`src/rtl/spi_slave_regif.sv`:
```
// Register-access controller on the rx/tx side of spi_slave: the first word of each frame
// is a command (rw + start address), the following words are writes or prefetched reads.
//   state | meaning
//   IDLE  | deselected, or waiting for rx_ss high after reset
//   CMD   | shifting in the command word
//   WR    | each data word becomes one reg_wr
//   RD    | each tx_load stages the next prefetched read
module spi_slave_regif #(
  parameter int                 WIDTH       = 8,
  parameter int                 ADDR_WIDTH  = 7,
  parameter int                 RD_LATENCY  = 1,
  parameter logic [WIDTH-1:0]   STATUS_WORD = 8'hA5
) (
  input  logic                          clk,
  input  logic                          rst,
  input  logic                          rx_ss,
  input  logic [WIDTH-1:0]              rx_data,
  input  logic [$clog2(WIDTH-1)-1:0]    rx_bitcnt,
  input  logic                          rx_valid,
  output logic [WIDTH-1:0]              tx_data,
  input  logic                          tx_load,
  output logic [ADDR_WIDTH-1:0]         reg_addr,
  output logic [WIDTH-1:0]              reg_wdata,
  output logic                          reg_wr,
  output logic                          reg_rd,
  input  logic [WIDTH-1:0]              reg_rdata,
  output logic                          busy,
  output logic                          err_overrun
);

  localparam int BCW = $clog2(WIDTH-1);

  typedef enum logic [1:0] {IDLE, CMD, WR, RD} state_t;

  state_t                state, state_nxt;
  logic                  armed;
  logic                  word_done;
  logic                  rd_pending;
  logic [RD_LATENCY-1:0] rd_pipe;
  logic                  wr_set, rd_set, addr_load, addr_inc, ovr_set;

  assign word_done  = rx_valid && (rx_bitcnt == BCW'(WIDTH-1));
  assign rd_pending = reg_rd || (|rd_pipe);

  // armed blocks a frame that was already running when reset released
  always_ff @(posedge clk or posedge rst) begin
    if (rst) begin
      state <= IDLE;
      armed <= 1'b0;
    end else begin
      state <= state_nxt;
      if (rx_ss) armed <= 1'b1;
    end
  end

  always_comb begin
    state_nxt = state;
    if (rx_ss) begin
      state_nxt = IDLE;
    end else begin
      case (state)
        IDLE:    if (armed) state_nxt = CMD;
        CMD:     if (word_done) state_nxt = rx_data[WIDTH-1] ? RD : WR;
        default: ;
      endcase
    end
  end

  always_comb begin
    busy      = (state != IDLE);
    wr_set    = 1'b0;
    rd_set    = 1'b0;
    addr_load = 1'b0;
    addr_inc  = 1'b0;
    ovr_set   = 1'b0;
    if (!rx_ss) begin
      case (state)
        CMD: if (word_done) begin
          addr_load = 1'b1;
          rd_set    = rx_data[WIDTH-1];
        end
        WR: begin
          wr_set   = word_done;
          addr_inc = reg_wr;
        end
        RD: if (tx_load) begin
          rd_set   = 1'b1;
          addr_inc = 1'b1;
          ovr_set  = rd_pending;
        end
        default: ;
      endcase
    end
  end

  always_ff @(posedge clk or posedge rst) begin
    if (rst) begin
      tx_data     <= STATUS_WORD;
      reg_addr    <= '0;
      reg_wdata   <= '0;
      reg_wr      <= 1'b0;
      reg_rd      <= 1'b0;
      err_overrun <= 1'b0;
      rd_pipe     <= '0;
    end else begin
      reg_wr      <= wr_set;
      reg_rd      <= rd_set;
      err_overrun <= ovr_set;
      if (wr_set) reg_wdata <= rx_data;
      if (addr_load)
        reg_addr <= rx_data[ADDR_WIDTH-1:0];
      else if (addr_inc)
        reg_addr <= reg_addr + ADDR_WIDTH'(1);
      // the pipe tracks reads in flight; deselect throws away whatever is pending
      if (rx_ss) begin
        rd_pipe <= '0;
      end else begin
        rd_pipe[0] <= reg_rd;
        for (int i = 1; i < RD_LATENCY; i++) rd_pipe[i] <= rd_pipe[i-1];
      end
      if (rx_ss || state == IDLE)
        tx_data <= STATUS_WORD;
      else if (rd_pipe[RD_LATENCY-1])
        tx_data <= reg_rdata;
    end
  end

endmodule
```
`config.mk`:
```
export PLATFORM = sky130hd
export DESIGN_NAME = spi_slave_regif
export DESIGN_NICKNAME = d
export VERILOG_FILES = /design/src/rtl/spi_slave_regif.sv
export SDC_FILE = /design/constraint.sdc
export NUM_CORES = 1
export LEC_CHECK = 0
export CORE_MARGIN = 1.5
export CORE_UTILIZATION = 39
export CTS_CLUSTER_DIAMETER = 100
export DETAILED_ROUTE_END_ITERATION = 16
export GPL_ROUTABILITY_DRIVEN = 0
export PLACE_DENSITY = 0.75
export SYNTH_ARGS = -nofsm -noshare
export SYNTH_HDL_FRONTEND = slang
export SYNTH_SLANG_ARGS = --single-unit
```
`constraint.sdc`:
```
create_clock -name clk -period 1.51 [get_ports clk]
set_input_delay 0.302 -clock clk [delete_from_list [all_inputs] [get_ports clk]]
set_output_delay 0.302 -clock clk [all_outputs]
set_load 0.05 [all_outputs]
```
==> results.py <==
metrics = {
    "synthesis": {
        "async_reset_ff_share_pct": 100,
        "synth-edff-count": 0,
        "yosys_warnings": 0,
        "avgSynthCellArea_um2": 11.8,
        "syn_area_um2": 1350,
        "synth_cells": 114,
        "synth_nets": 139,
        "ys.flop_type": "dfrtp_1",
        "synth-seq-cells": 30,
        "ys_types": 31,
        "yosysSeqAreaShare_pct": 56.1,
    },
    "run": {
        "maxCapViolCount": 0,
    },
    "routing": {
        "num_vias": 1169,
        "drc_errors": 0,
        "drt_first_pass_iters": 3,
        "drtAntennaViolNets": 0,
        "wl_mm": 3.44,
        "drtIter0Drc": 21,
        "via_per_inst": 5.00,
        "wire_per_inst_um": 14.7,
    },
    "final_layout": {
        "drive_above_1_share_pct": 48.4,
        "fillers": 246,
        "n_antenna_cell": 0,
        "nets": 212,
        "final_common_cell": "buf_12",
        "design_area_um2": 2460,
        "final_cell_mix": "buf_12, dfrtp_1, clkdlybuf4s50_1, buf_4, mux2i_1",
        "area_growth_pct": 82.7,
    },
    "timing": {
        "finClkSkew_ns": 0.0143,
        "hold_violations": 0,
        "final.min_clock_period_ns": 1.62,
        "fmax_mhz": 619,
        "min_period_over_period_pct": 107,
        "fin_tns_setup_ns": -0.538,
        "max_slew_margin_pct": 70.7,
        "slew_violations": 0,
        "setup_viol": 13,
        "worst_pin_slew_ns": 0.439,
        "rsz0062_at_grt": "yes",
        "fin_ws_ns": -0.106,
    },
    "critical_path": {
        "worstPathRequired_ns": 1.73,
        "worst_ep_arrival_time_ns": 1.83,
        "reg2reg_from": "state[0]",
        "endpoint_kind": "flop",
        "path_class": "reg -> reg",
        "slowest_stage": "dfrtp_2",
        "crit_start": "state[0]",
        "startpoint_type": "flop",
        "r2r-end": "reg_addr[5]",
        "crit_path_max_incr_delay_ns": 0.46,
        "critPathMaxFanout": 5,
        "r2r_slack_ns": -0.11,
        "timing.critical_path.cells": "nand2b_4, or3_4, mux2_4, a221o_1",
        "r2r_cells": 4,
    },
    "grt": {
        "track_usage_pct": 19.9,
        "antenna_found_initial": 0,
        "grt_start_max_net_pins": 31,
        "grt_pass1_wl_mm": 5.39,
        "grt_pass1_vias": 1253,
        "grt_overflow_total": 0,
    },
    "power_and_ir_drop": {
        "p_comb_share_pct": 31.8,
        "vdd_drop_max_mv": 0.897,
        "p_leak_uw": 0.00106,
        "seqPwrFrac_pct": 44.9,
        "swShare_pct": 31.7,
        "p_per_area_nw_per_um2": 859,
        "p_switching_uw": 670,
        "clkPwrFrac_pct": 23.3,
        "intPower_uw": 1440,
    },
    "clock_network": {
        "tritoncts": "built",
        "worstSkewPairLatency_ns": 0.33,
        "cts_buffers": 5,
        "root_buffer": "clkbuf_4",
        "cts_sinks": 30,
        "cts_buffer_depth": 2,
        "clk_pin_slew_ns": 0.10,
        "cts_htree_levels": 2,
    },
    "floorplan": {
        "initial_utilization_pct": 40.4,
        "die_area_um2": 3820,
        "core_area_um2": 3340,
        "io_pins": 51,
        "rows": 21,
        "die_w_um": 61.8,
        "die_h_um": 61.8,
    },
    "min_path": {
        "min_path_type": "in -> async",
    },
    "place": {
        "dp_hpwl_mm": 2.64,
        "place_area_um2": 2320,
        "port_buffers": 50,
        "dp_slack_ns": -0.588,
    },
    "outcome": {
        "violations": "negative setup slack",
        "status": "complete, but fails checks",
    },
}
## metal layers
layer | up-vias | global-route usage [%] | part of all wire [%]
met5 | - | 0 | 0
met4 | 0 | 7.29 | 1.8
met3 | 7 | 7.45 | 7.3
met2 | 48 | 36.2 | 52
met1 | 558 | 20.8 | 39
li1 | 556 | - | -
## logic make-up (layout without fill, tap and decap cells)
kind of cell | after synthesis | count (layout) | synth area share, %
buf+inv | 9 | 83 | 2.69
fa+ha+maj | 1 | 1 | 0.928
flops | 30 | 30 | 56.1
compound gates | 13 | 13 | 7.06
mux | 21 | 21 | 16.5
simple gates | 40 | 40 | 16.7
## timing repair
item / 4_1_cts / 5_1_grt
resized for setup: 14 / 9
pin swaps: 3 / 3
setup endpoints to repair: 16 / 15
hold buffers: 0 / 0
setup buffers: 3 / 0
## synth_stat cells, drive strengths merged, types with 3 or more instances
| master | number | area share, % |
|---|---|---|
| nand2 | 5 | 1.4 |
| dfrtp | 26 | 48 |
| or2 | 3 | 1.4 |
| nand3 | 3 | 1.1 |
| a21oi | 4 | 1.5 |
| nor3 | 8 | 3.3 |
| mux2i | 11 | 8.2 |
| inv | 5 | 1.4 |
| a221o | 4 | 3.0 |
| mux2 | 10 | 8.4 |
| nand2b | 3 | 1.6 |
| clkbuf | 3 | 0.93 |
| nor2 | 9 | 3.1 |
| dfstp | 4 | 7.8 |
## layout make-up
type / count / area [µm²] / area share (%)
multi-input cells: 75 / 632 / 25.7
repair buffers: 70 / 930 / 37.8
well taps: 46 / 57.6 / 2.34
inverters: 5 / 18.8 / 0.762
clock buffers: 7 / 55.1 / 2.24
flip-flops and latches: 30 / 764 / 31.0
clock inverters: 1 / 5.00 / 0.203
## metrics by stage
| step | power (µW) | hold WS (ns) | std cells | util [%] |
|---|---|---|---|---|
| after global placement | 1600 | 0.454 | 223 | 69.5 |
| after floorplan | 1230 | 0.368 | 114 | - |
| final | 2110 | 0.321 | 234 | 73.8 |
| after CTS | 2120 | 0.312 | 234 | 72.7 |
| after global routing | 2210 | 0.336 | 234 | 73.8 |
| after detailed placement | 1620 | 0.482 | 223 | 69.5 |
## power groups by stage
stage               clock network, µW  logic, µW  registers (µW)
finish                            492        672             949
floorplan                           0        125            1110
detailed placement                  0        662             958
CTS                               509        671             944
global route                      539        709             959
global placement                    0        648             954
## flip-flops by register name, indices dropped and copies added (netlist names)
register	cells
reg_wdata	8
tx_data	8
reg_addr	7
state	2
armed	1
err_overrun	1
rd_pipe	1
reg_rd	1
reg_wr	1
## worst max path at each step
stage	to
global route	reg_addr[5]
detailed placement	reg_addr[5]
global placement	reg_addr[6]
CTS	busy
finish	reg_addr[5]
floorplan	reg_addr[6]
## worst max-delay path: cells and delay by family, from the launching register on
family / cells / cell delay [ns]
AO/OA/AOI/OAI: 1 / 0.31
flip-flops: 1 / 0.46
multiplexers: 1 / 0.28
AND/OR/NAND/NOR: 2 / 0.45
Note: power is estimated with default switching activity, not from simulation.
